<file path="src/rtl/conv_pkg.sv">
// Shared definitions for the activation collector: data widths, FSM state
// encoding, requantization clamp limits and the requant helper.
//   ACT_W   : accumulator width from the MAC stage
//   PIX_W   : requantized pixel width
//   state_t : collector FSM encoding
//   requant : {sat, data} = clamp(acc >>> shift)
package conv_pkg;

  localparam int ACT_W = 48;
  localparam int PIX_W = 18;

  typedef enum logic [1:0] {
    ST_IDLE    = 2'd0,
    ST_ACCUM   = 2'd1,
    ST_CAPTURE = 2'd2
  } state_t;

  localparam logic signed [ACT_W-1:0] SAT_MAX = 48'sd131071;
  localparam logic signed [ACT_W-1:0] SAT_MIN = -48'sd131072;

  // Arithmetic shift floors toward -inf; MSB of the result flags a clamp.
  function automatic logic [PIX_W:0] requant(input logic signed [ACT_W-1:0] acc,
                                             input int unsigned shift);
    logic signed [ACT_W-1:0] sh;
    sh = acc >>> shift;
    if (sh > SAT_MAX)
      return {1'b1, SAT_MAX[PIX_W-1:0]};
    else if (sh < SAT_MIN)
      return {1'b1, SAT_MIN[PIX_W-1:0]};
    else
      return {1'b0, sh[PIX_W-1:0]};
  endfunction

endpackage

</file>
<file path="src/rtl/act_fifo.sv">
// Output FIFO for requantized window results.
//   clk, rst : clock, async active-high reset
//   push     : write request (dropped when full unless a pop happens too)
//   wdata    : entry to write
//   pop      : read request (ignored when empty)
//   rdata    : registered head entry; holds last value when empty
//   valid    : FIFO non-empty
//   full     : level == DEPTH
//   level    : occupancy 0..DEPTH
module act_fifo #(
  parameter int WIDTH = 19,
  parameter int DEPTH = 8
) (
  input  logic                     clk,
  input  logic                     rst,
  input  logic                     push,
  input  logic [WIDTH-1:0]         wdata,
  input  logic                     pop,
  output logic [WIDTH-1:0]         rdata,
  output logic                     valid,
  output logic                     full,
  output logic [$clog2(DEPTH):0]   level
);

  localparam int AW = $clog2(DEPTH);

  logic [WIDTH-1:0] mem [DEPTH];
  logic [AW-1:0]    wr_ptr, rd_ptr, rd_next;
  logic [AW:0]      level_next;
  logic             do_push, do_pop;

  assign valid   = (level != '0);
  assign full    = (level == (AW+1)'(DEPTH));
  assign do_pop  = pop && valid;
  assign do_push = push && (!full || do_pop);
  assign rd_next = do_pop ? rd_ptr + 1'b1 : rd_ptr;

  always_comb begin
    level_next = level;
    if (do_push && !do_pop)
      level_next = level + 1'b1;
    else if (!do_push && do_pop)
      level_next = level - 1'b1;
  end

  always_ff @(posedge clk) begin
    if (do_push)
      mem[wr_ptr] <= wdata;
  end

  // Head register: when the entry about to become head is the one being
  // written this cycle, bypass the memory.
  always_ff @(posedge clk or posedge rst) begin
    if (rst) begin
      wr_ptr <= '0;
      rd_ptr <= '0;
      level  <= '0;
      rdata  <= '0;
    end else begin
      if (do_push)
        wr_ptr <= wr_ptr + 1'b1;
      rd_ptr <= rd_next;
      level  <= level_next;
      if (level_next != '0) begin
        if (level == '0 || (level == (AW+1)'(1) && do_pop))
          rdata <= wdata;
        else
          rdata <= mem[rd_next];
      end
    end
  end

endmodule

</file>
<file path="src/rtl/act_collector.sv">
// Collects one activation per window of ELEMS MAC products, requantizes it
// and queues it in an output FIFO.
//   clk, rst    : clock, async active-high reset
//   mac_valid   : one MAC product accumulated this cycle
//   act_in      : signed accumulator (includes products up to last mac_valid)
//   window_done : one-cycle pulse in the capture cycle
//   out_data    : signed requantized head entry
//   out_sat     : head entry was clamped
//   out_valid   : FIFO non-empty
//   out_ready   : consumer pops head when out_valid is high
//   level       : FIFO occupancy
//   overflow    : sticky, a capture was dropped on a full FIFO
//
// state      | meaning
// IDLE       | no window in progress
// ACCUM      | counting products of the current window
// CAPTURE    | one cycle: act_in sampled, result pushed
module act_collector
  import conv_pkg::*;
#(
  parameter int ELEMS = 48,
  parameter int SHIFT = 8,
  parameter int DEPTH = 8
) (
  input  logic                   clk,
  input  logic                   rst,
  input  logic                   mac_valid,
  input  logic [ACT_W-1:0]       act_in,
  output logic                   window_done,
  output logic [PIX_W-1:0]       out_data,
  output logic                   out_sat,
  output logic                   out_valid,
  input  logic                   out_ready,
  output logic [$clog2(DEPTH):0] level,
  output logic                   overflow
);

  localparam int CNT_W = $clog2(ELEMS + 1);
  localparam logic [CNT_W-1:0] LAST = CNT_W'(ELEMS - 1);

  state_t           state;
  logic [CNT_W-1:0] cnt;
  logic [PIX_W:0]   cap_word;
  logic [PIX_W:0]   head;
  logic             capture;
  logic             fifo_full;

  assign capture  = (state == ST_CAPTURE);
  assign cap_word = requant($signed(act_in), SHIFT);
  assign out_sat  = head[PIX_W];
  assign out_data = head[PIX_W-1:0];

  always_ff @(posedge clk or posedge rst) begin
    if (rst) begin
      state       <= ST_IDLE;
      cnt         <= '0;
      window_done <= 1'b0;
      overflow    <= 1'b0;
    end else begin
      window_done <= 1'b0;
      if (capture && fifo_full && !(out_ready && out_valid))
        overflow <= 1'b1;
      case (state)
        ST_IDLE: begin
          if (mac_valid) begin
            state <= ST_ACCUM;
            cnt   <= CNT_W'(1);
          end
        end
        ST_ACCUM: begin
          if (mac_valid) begin
            if (cnt == LAST) begin
              state       <= ST_CAPTURE;
              cnt         <= '0;
              window_done <= 1'b1;
            end else begin
              cnt <= cnt + 1'b1;
            end
          end
        end
        ST_CAPTURE: begin
          // A product arriving in the capture cycle is the first of the next window.
          if (mac_valid) begin
            state <= ST_ACCUM;
            cnt   <= CNT_W'(1);
          end else begin
            state <= ST_IDLE;
          end
        end
        default: begin
          state <= ST_IDLE;
          cnt   <= '0;
        end
      endcase
    end
  end

  act_fifo #(
    .WIDTH(PIX_W + 1),
    .DEPTH(DEPTH)
  ) u_fifo (
    .clk   (clk),
    .rst   (rst),
    .push  (capture),
    .wdata (cap_word),
    .pop   (out_ready),
    .rdata (head),
    .valid (out_valid),
    .full  (fifo_full),
    .level (level)
  );

endmodule

</file>
<file path="config.mk">
export PLATFORM = sky130hd
export DESIGN_NAME = act_collector
export DESIGN_NICKNAME = d
export VERILOG_FILES = /design/src/rtl/conv_pkg.sv /design/src/rtl/act_fifo.sv /design/src/rtl/act_collector.sv
export SDC_FILE = /design/constraint.sdc
export NUM_CORES = 1
export LEC_CHECK = 0
export BUFFER_PORTS_ARGS = -buffer_cell sky130_fd_sc_hd__buf_2
export CORE_MARGIN = 2
export CORE_UTILIZATION = 25
export CTS_CLUSTER_DIAMETER = 100
export DETAILED_ROUTE_END_ITERATION = 16
export PLACE_DENSITY = 0.4
export SYNTH_ARGS = -nofsm -noshare
export SYNTH_HDL_FRONTEND = slang
export SYNTH_SLANG_ARGS = --single-unit
</file>
<file path="constraint.sdc">
create_clock -name clk -period 6.6 [get_ports clk]
set_clock_uncertainty 0.05 [all_clocks]
set_input_delay 1.32 -clock clk [delete_from_list [all_inputs] [get_ports clk]]
set_output_delay 1.32 -clock clk [all_outputs]
set_load 0.005 [all_outputs]
</file>
# Yosys cells after proc, flatten, opt, wreduce, memory -nomap -nowiden
# Memory sizes are Yosys's and may differ from the RTL's.
# Cells that the tools add are included.
# Widths: inputs -> output; s select.
[op_classes]
addsub = 5
n_lt_le_gt_ge = 2
eq_ne = 9
n_mux = 20
reduce_logical = 19
[op_table]
columns = ["cell", "count"]
rows = [
  ["$mux 19", 3],
  ["$gt 40x18->1 const B", 1],
  ["$lt 40x18->1 const B", 1],
  ["$mux 6", 3],
  ["$pmux 6 s2", 1],
  ["$mux 4", 2],
  ["$reduce_bool 4->1", 2],
  ["$logic_and 1x1->1", 7],
  ["$add 3x1->3 const B", 2],
  ["$add 6x1->6 const B", 1],
  ["$eq 6x6->1 const B", 1],
  ["$mux 1", 6],
  ["$mux 2", 3],
  ["$ne 2x2->1 const B", 3],
  ["$pmux 2 s3", 1],
  ["$add 4x1->4 const B", 1],
  ["$eq 4x1->1 const B", 1],
  ["$eq 4x4->1 const B", 1],
  ["$logic_not 4->1", 1],
  ["$sub 4x1->4 const B", 1],
  ["$logic_not 1->1", 3],
  ["$mux 3", 1],
  ["$reduce_and 3->1", 1],
  ["$eq 2x1->1 const B", 1],
  ["6 further kinds", 7],
]
[word_totals]
regBits = 39
ramBits = 152
inputBits = 52
wordCells = 64
n_memories = 1
[memory_table]
columns = ["memory", "depth", "word_bits", "read_ports", "rd_ports_with_merged_regs", "write_ports", "line_no", "rtl"]
rows = [
  ["u_fifo.mem", 8, 19, 1, 0, 1, "act_fifo.sv:27", "logic [WIDTH-1:0] mem [DEPTH];"],
]

# Logic depth before layout (Yosys ltp)
# Gate-level depths: netlist (run 1).
[logic_depth]
depth_word = 9
depth_mapped = 11
ltp_nobuf = 9

# Modules after synthesis
# A second synthesis (run 1) with hierarchy kept.
[hier_totals]
hier_cells = 731
hier_area_um2 = 9381.5
[modules_own_cells]
columns = ["module", "instances", "cells_per_inst", "area_per_inst_um2", "seq_area_each_um2"]
rows = [
  ["act_fifo", 1, 612, 8466.9, 5290.1],
  ["act_collector", 1, 119, 914.6, 250.2],
]

# Worst setup path after synthesis (run 1)
# Ideal clock, no wire load.
[synth_timing]
kind = "in2reg"
start = "in out_ready"
end = "mem u_fifo.mem[0][0], enable pin"
arrival_ps = 3282
required_ps = 6131
path_slack_ps = 2849
stages = 3
path_cell_list = "and4bb_2 or3_1 nor3_1"
[synth_between]
elab_chain_len = 5
[synth_lines]
columns = ["element", "line_no", "rtl"]
rows = [
  ["start, declared", "act_collector.sv:33", "input logic out_ready,"],
  ["$logic_and 1x1->1", "act_fifo.sv:34", "assign do_pop = pop && valid;"],
  ["$logic_or 1x1->1", "act_fifo.sv:35", "assign do_push = push && (!full || do_pop);"],
  ["$logic_and 1x1->1", "act_fifo.sv:35", ""],
  ["$mux 1", "act_fifo.sv:47", "if (do_push)"],
  ["$mux 1 (not written as such)", "act_fifo.sv:48", "mem[wr_ptr] <= wdata;"],
  ["end, declared", "act_fifo.sv:27", ""],
]
# No other way between the ends.

# Final worst setup path (run 1)
[layout_timing]
start = "reg u_fifo.level[1]"
end = "reg u_fifo.rdata[6]"
[layout_between]
elab_chain_len = 9
word_cells_on_any_way = 22
cone_classes = "add/sub: 2; eq/ne: 2; mux: 4; reduce/logical: 13; memory: 1"
[layout_lines]
columns = ["element", "line_no", "rtl"]
rows = [
  ["start, declared", "act_fifo.sv:22", "output logic [$clog2(DEPTH):0] level"],
  ["start signal, assigned", "act_fifo.sv:63", "level <= level_next;"],
  ["$eq 4x4->1 or $reduce_bool 4->1 (tied branches)", "act_fifo.sv:33, act_fifo.sv:32", ""],
  ["$logic_not 1->1 or $logic_and 1x1->1 (tied branches)", "act_fifo.sv:35, act_fifo.sv:34", ""],
  ["$logic_or 1x1->1", "act_fifo.sv:35", ""],
  ["$logic_and 1x1->1", "act_fifo.sv:35", ""],
  ["$logic_not 1->1", "act_fifo.sv:42", "else if (!do_push && do_pop)"],
  ["$logic_and 1x1->1", "act_fifo.sv:42", ""],
  ["$mux 4", "act_fifo.sv:42", ""],
  ["$mux 4 (*)", "act_fifo.sv:40", "if (do_push && !do_pop)"],
  ["via u_fifo.level_next[0]", "act_fifo.sv:29", "logic [AW:0] level_next;"],
  ["$reduce_bool 4->1 (*)", "act_fifo.sv:64", "if (level_next != '0) begin"],
  ["end signal, assigned", "act_fifo.sv:66", "rdata <= wdata;"],
  ["end signal, assigned", "act_fifo.sv:68", "rdata <= mem[rd_next];"],
  ["end, declared", "act_fifo.sv:19", "output logic [WIDTH-1:0] rdata,"],
]
# The timed path passes the listed nets; every way through them passes the cells marked *.
# A chain may end at the register's enable or synchronous reset.

==> results of run 1 <==
==> state kept, by name (all words and copies together), names as in the netlist <==
name,count
u_fifo.level,4
u_fifo.mem,152
overflow,1
window_done,1
u_fifo.rdata,19
u_fifo.wr_ptr,3
u_fifo.rd_ptr,3
cnt,6
state,2
==> per-stage QoR <==
stage / area [sq um] / hold WS [ns] / utilization [%]
2_1_floorplan: 9553 / 0.4010 / -
3_3_place_gp: 10500 / 0.4027 / 27.88
3_5_place_dp: 10500 / 0.4043 / 27.88
4_1_cts: 11100 / 0.4235 / 29.46
5_1_grt: 11100 / 0.4365 / 29.46
6_report: 11100 / 0.4166 / 29.46
==> layout make-up <==
class                   instances  share of cell area (%)
clock inverters                14                   1.511
flip-flops and latches        191                   49.94
repair buffers                 87                   4.329
inverters                      10                  0.3608
well taps                     511                   5.761
multi-input cells             455                   34.23
clock buffers                  18                   3.867
==> critical path, cell delays in order, from the launching register on <==
cell and delay, ns:
dfrtp_1 0.51, inv_1 0.15, ha_1 0.25, nor3b_4 0.18, inv_4 0.28, nand2_2 0.49
a21oi_1 0.32, xnor2_1 0.11, or4_1 0.94, buf_4 0.39, mux2_4 0.32
==> power by group through the flow <==
| stage | logic, W | clock network [W] | registers [W] |
|---|---|---|---|
| after detailed placement | 0.00213 | 0 | 0.00157 |
| final | 0.00209 | 0.00106 | 0.00154 |
| after floorplan | 0.00158 | 0 | 0.00151 |
| after CTS | 0.00213 | 0.00110 | 0.00155 |
| after global routing | 0.00229 | 0.00114 | 0.00156 |
| after global placement | 0.00212 | 0 | 0.00157 |
==> per-layer routing <==
layer / routed length [um] / track usage, % / up-vias
met5: 17 / 0 / -
met4: 424 / 4.252 / 2
met3: 851 / 2.160 / 23
met2: 13070 / 23.59 / 124
met1: 12830 / 18.76 / 3230
li1: - / - / 2941
==> cell families (layout without fill, tap and decap cells) <==
family          after synthesis  count (layout)  share of synthesized area [%]
fa+ha+maj                     7               7                         0.9168
flops                       191             191                          58.00
compound gates              151             151                          11.79
simple gates                169             169                          9.299
mux                         123             123                          16.71
xor+xnor                      5               5                         0.4584
buf+inv                      64             129                          2.829
==> cells in the final DEF (no fill, tap or decap), types with 12 or more instances in the layout <==
| master | count |
|---|---|
| a211oi_1 | 17 |
| a21oi_1 | 16 |
| buf_2 | 69 |
| buf_4 | 18 |
| clkbuf_16 | 17 |
| dfrtp_1 | 37 |
| edfxtp_1 | 152 |
| mux2_2 | 12 |
| mux2i_1 | 77 |
| mux4_2 | 24 |
| nand2_1 | 22 |
| nand2b_1 | 19 |
| nor2_1 | 46 |
| nor3_1 | 16 |
| nor4_1 | 22 |
| o21ai_0 | 13 |
| o221ai_1 | 40 |
| o22ai_1 | 15 |
==> final timing paths <==
kind	startpoint	endpoint	slack, ns	cells past startpoint
setup reg to reg	u_fifo.level[1]	u_fifo.rdata[6]	2.44	10
hold / removal	overflow	overflow	0.42	1
setup / recovery	u_fifo.level[1]	u_fifo.rdata[6]	2.44	10
hold reg to reg	overflow	overflow	0.42	1
max in group asynchronous	rst	u_fifo.rd_ptr[1]	5.02	3
min in group asynchronous	rst	u_fifo.rdata[13]	1.00	3
==> results.py, run 1 <==
metrics = {
    "grt": {
        "grt_usage_pct": 14.07,
        "antenna_found_initial": 1,
        "grt_first_pass_wirelength_um": 40570,
        "grt_max_degree": 51,
        "overflow": 0,
        "grt_pass1_vias": 6411,
    },
    "pwr": {
        "powerDensity_nw_per_um2": 422.7,
        "p_int_w": 0.003002,
        "pwr-share-clk_pct": 22.6,
        "pwr-share-seq_pct": 32.9,
        "ir_worst_vdd_mv": 0.2950,
        "power.total_w": 0.004691,
        "combinationalPowerShare_pct": 44.5,
        "switchingPower_w": 0.001689,
        "swShare_pct": 36.00,
        "static-leakage-power_nw": 3.930,
    },
    "timing": {
        "rsz0062_at_grt": "no",
        "slew_viol_final": 0,
        "min_period_ns": 4.161,
        "hold_viol_final": 0,
        "tightest_slew_ns": 1.055,
        "period_share_pct": 63.05,
        "max-slew-margin-rel_pct": 29.45,
        "finalSetupViolCount": 0,
        "tns_ns": 0,
        "fmax_mhz": 240.3,
        "fin_ws_ns": 2.439,
    },
    "synthesis": {
        "syn_area_per_cell_sq_um": 13.45,
        "synth_most_common_cell": "edfxtp_1",
        "synth_cell_type_count": 62,
        "synth_area_leader_cell": "edfxtp_1",
        "syn_inst": 710,
        "synth_common_cells": "152 x edfxtp_1, 77 x mux2i_1, 52 x nor2_1",
        "synth-seq-cells": 191,
        "yosys_warnings": 0,
        "synth_top_area_share_pct": 47.78,
        "synth_fp_nets": 769,
        "synth_area_leaders": "edfxtp_1 48%, dfrtp_1 10%, mux2i_1 8.1%",
        "ys_seq_area_share_pct": 58.00,
        "synth_edf_count": 152,
        "synth-async-reset-ratio_pct": 20.42,
        "synthFlopType": "edfxtp_1",
        "mappedNetlistArea_sq_um": 9553,
    },
    "critical_path": {
        "critical_path_arrival_ns": 4.43,
        "worst-path-max-fanout": 26,
        "endpoint_kind": "flip-flop",
        "setup.worst_path.start_class": "flip-flop",
        "path_class": "reg -> reg",
        "worstPathRequired_ns": 6.87,
    },
    "finish": {
        "final_cells": 1286,
        "diodes": 0,
        "regArea_sq_um": 5543,
        "nNetsFinal": 821,
        "n_fill_cell": 3865,
        "multi_input_area_sq_um": 3799,
        "drive_above_1_share_pct": 24.65,
        "area_delta_synth_final_pct": 16.18,
    },
    "floorplanning": {
        "die_height_um": 199.5,
        "die_w_um": 199.5,
        "die_area_sq_um": 39790,
        "core_sq_um": 37670,
        "io_pins": 78,
        "rows": 71,
        "start_util_pct": 25.36,
    },
    "cts": {
        "path_clk_slew_ns": 0.07,
        "cts_tree": "done",
        "postCtsHoldBufs": 0,
        "h-tree-depth": 4,
        "cts_sinks": 191,
        "root_buffer": "clkbuf_16",
        "clk_path_buf_depth": 2,
        "clk_latency_ns": 0.44,
        "cts_buffers": 17,
        "post_cts_buffers": 0,
        "cts-resized-gates": 0,
    },
    "run_status": {
        "outcome": "finished clean",
    },
    "routing": {
        "ant_nets": 0,
        "dr.pass1.iters": 4,
        "drc": 0,
        "wl_per_cell_um": 21.14,
        "via_per_inst": 4.914,
        "drtIter0Drc": 395,
        "routed_wl_um": 27190,
        "via_count": 6320,
    },
    "placement": {
        "io_buffers": 69,
        "dp.cells": 1254,
        "dp_hpwl_um": 16420,
        "place_ws_ns": 2.057,
        "gp_congestion": 0.7308,
    },
    "job": {
        "drv_cap": 0,
    },
    "worst_hold_path": {
        "min_path_type": "reg -> reg",
    },
}
(Power assumes the default switching activity.)
==> inputs of run 2 (changes only) <==
- PLACE_DENSITY: 0.4 -> 0.41
- clock period: 6.6 -> 3.8 ns (I/O delays scaled with it)
==> run 2 against run 1 <==
Via count is 1.7% higher. Critical path depth stayed put. Sequential share of layout area is 0.40 points lower. Die area stayed put. Count of clock-buffer cells in the layout stayed put. Combinational power is 80% higher. Worst hold slack worse by 0.0065 ns. Utilization is 0.24 points higher. Global-route usage is 0.48 points higher. Largest power group unchanged. Maximum frequency is 23% higher. Register-to-register slack worse by 2.0 ns.
==> results.py, run 2 (synthesis gave the netlist of run 1 again) <==
metrics = {
    "finish": {
        "top_register": "u_fifo.mem",
        "largest_reg_flops": 152,
        "n_fill_cell": 3851,
        "layout_common_cells": "152 x edfxtp_1, 77 x mux2i_1, 69 x buf_2",
        "regArea_sq_um": 5543,
        "final_common_cell": "edfxtp_1",
        "design_area_sq_um": 11190,
        "drive_above_1_share_pct": 26.36,
        "final_cells": 1304,
        "nNetsFinal": 839,
        "diodes": 0,
        "multi_input_area_sq_um": 3779,
        "reg.largest.list": "u_fifo.mem: 152 flops, u_fifo.rdata: 19 flops, cnt: 6 flops",
        "area_delta_synth_final_pct": 17.11,
    },
    "timing": {
        "fin_ws_ns": 0.4285,
        "period_share_pct": 88.72,
        "finalSetupViolCount": 0,
        "min_period_ns": 3.371,
        "tightest_slew_ns": 0.9854,
        "max-slew-margin-rel_pct": 34.10,
        "slew_viol_final": 0,
        "rsz0062_at_grt": "no",
        "fmax_mhz": 296.6,
        "hold_viol_final": 0,
        "tns_ns": 0,
    },
    "placement": {
        "gp_congestion": 0.7213,
        "io_buffers": 69,
        "dp_hpwl_um": 17150,
        "place_ws_ns": 0.4676,
        "placed_area_sq_um": 10630,
        "dp.cells": 1272,
    },
    "pwr": {
        "ir_worst_vdd_mv": 0.6618,
        "powerDensity_nw_per_um2": 730.4,
        "static-leakage-power_nw": 4.008,
    },
    "cts": {
        "cts_sinks": 191,
        "cts_buffers": 17,
        "postCtsHoldBufs": 0,
        "path_clk_slew_ns": 0.07,
        "clk_latency_ns": 0.45,
        "root_buffer": "clkbuf_16",
        "post_cts_buffers": 0,
        "clk_path_buf_depth": 2,
        "cts_tree": "done",
        "h-tree-depth": 4,
        "cts-resized-gates": 0,
    },
    "critical_path": {
        "cp.depth": 10,
        "path_class": "reg -> reg",
        "crit_family": "simple AND/OR/NAND/NOR gates",
        "crit_slowest_cell": "dfrtp_1",
        "endpoint_kind": "flip-flop",
        "cp.buffers_inverters": 3,
        "rr_worst_depth": 10,
        "startpoint": "u_fifo.level[0]",
        "rrSetupSlack_ns": 0.43,
        "worstPathRequired_ns": 4.08,
        "setup.worst_path.start_class": "flip-flop",
        "rr_startpoint": "u_fifo.level[0]",
        "worst-path-max-fanout": 26,
        "critical_path_arrival_ns": 3.65,
        "slowest_delay_ns": 0.46,
        "path_cells": "inv_1, ha_1, nor3b_4, inv_4, and4_4, a311oi_1, a21oi_1, or4_1, buf_4, mux2_4",
    },
    "run_status": {
        "outcome": "finished clean",
    },
    "floorplanning": {
        "io_pins": 78,
        "die_height_um": 199.5,
        "die_w_um": 199.5,
        "core_sq_um": 37670,
        "die_area_sq_um": 39790,
        "rows": 71,
        "start_util_pct": 25.36,
    },
    "grt": {
        "grtUsageMet3_pct": 1.958,
        "busiest_layer": "met2",
        "grt_max_degree": 51,
        "grt_use_met1_pct": 19.69,
        "grt_first_pass_wirelength_um": 42280,
        "antenna_found_initial": 0,
        "grt_usage_pct": 14.55,
        "grtUsageMet2_pct": 24.21,
        "grt_pass1_vias": 6712,
        "overflow": 0,
    },
    "routing": {
        "dr.pass1.iters": 5,
        "via_count": 6428,
        "routed_wl_um": 27720,
        "wl_per_cell_um": 21.25,
        "ant_nets": 0,
        "via_per_inst": 4.929,
        "drc": 0,
        "drtIter0Drc": 463,
    },
    "job": {
        "drv_cap": 0,
    },
    "worst_hold_path": {
        "min_path_type": "in -> async",
    },
}
-- run 2: final cells by class --
class | instances | area share [%]
flip-flops and latches | 191 | 49.55
inverters | 10 | 0.3579
repair buffers | 105 | 5.615
clock inverters | 14 | 1.152
multi-input cells | 455 | 33.78
clock buffers | 18 | 3.836
well taps | 511 | 5.715
-- run 2: path summary, 6_finish.rpt --
check / end
worst max-delay path: u_fifo.rdata[2]
worst min register to register: overflow
min in group clk: overflow
max in group asynchronous: u_fifo.rdata[18]
worst max register to register: u_fifo.rdata[2]
worst min-delay path: u_fifo.rdata[12]
-- run 2: per-layer routing --
metal | wire [um] | vias up
li1 | - | 2986
met1 | 13130 | 3282
met2 | 13340 | 132
met3 | 792 | 28
met4 | 456 | 0
met5 | 0 | -
-- run 2: through the flow --
| stage | hold WS [ns] | utilization [%] | power, W |
|---|---|---|---|
| global placement | 0.3957 | 28.22 | 0.006508 |
| global route | 0.4462 | 29.70 | 0.008693 |
| detailed placement | 0.3980 | 28.22 | 0.006500 |
| finish | 0.4101 | 29.70 | 0.008171 |
| floorplan | 0.4010 | - | 0.005380 |
| CTS | 0.4151 | 29.70 | 0.008291 |
-- run 2: report_power, final --
group	switching [W]	total (W)	internal (W)
combinational	0.00198	0.00377	0.00178
clock	0.000859	0.00177	0.000915
sequential	0.000172	0.00263	0.00246
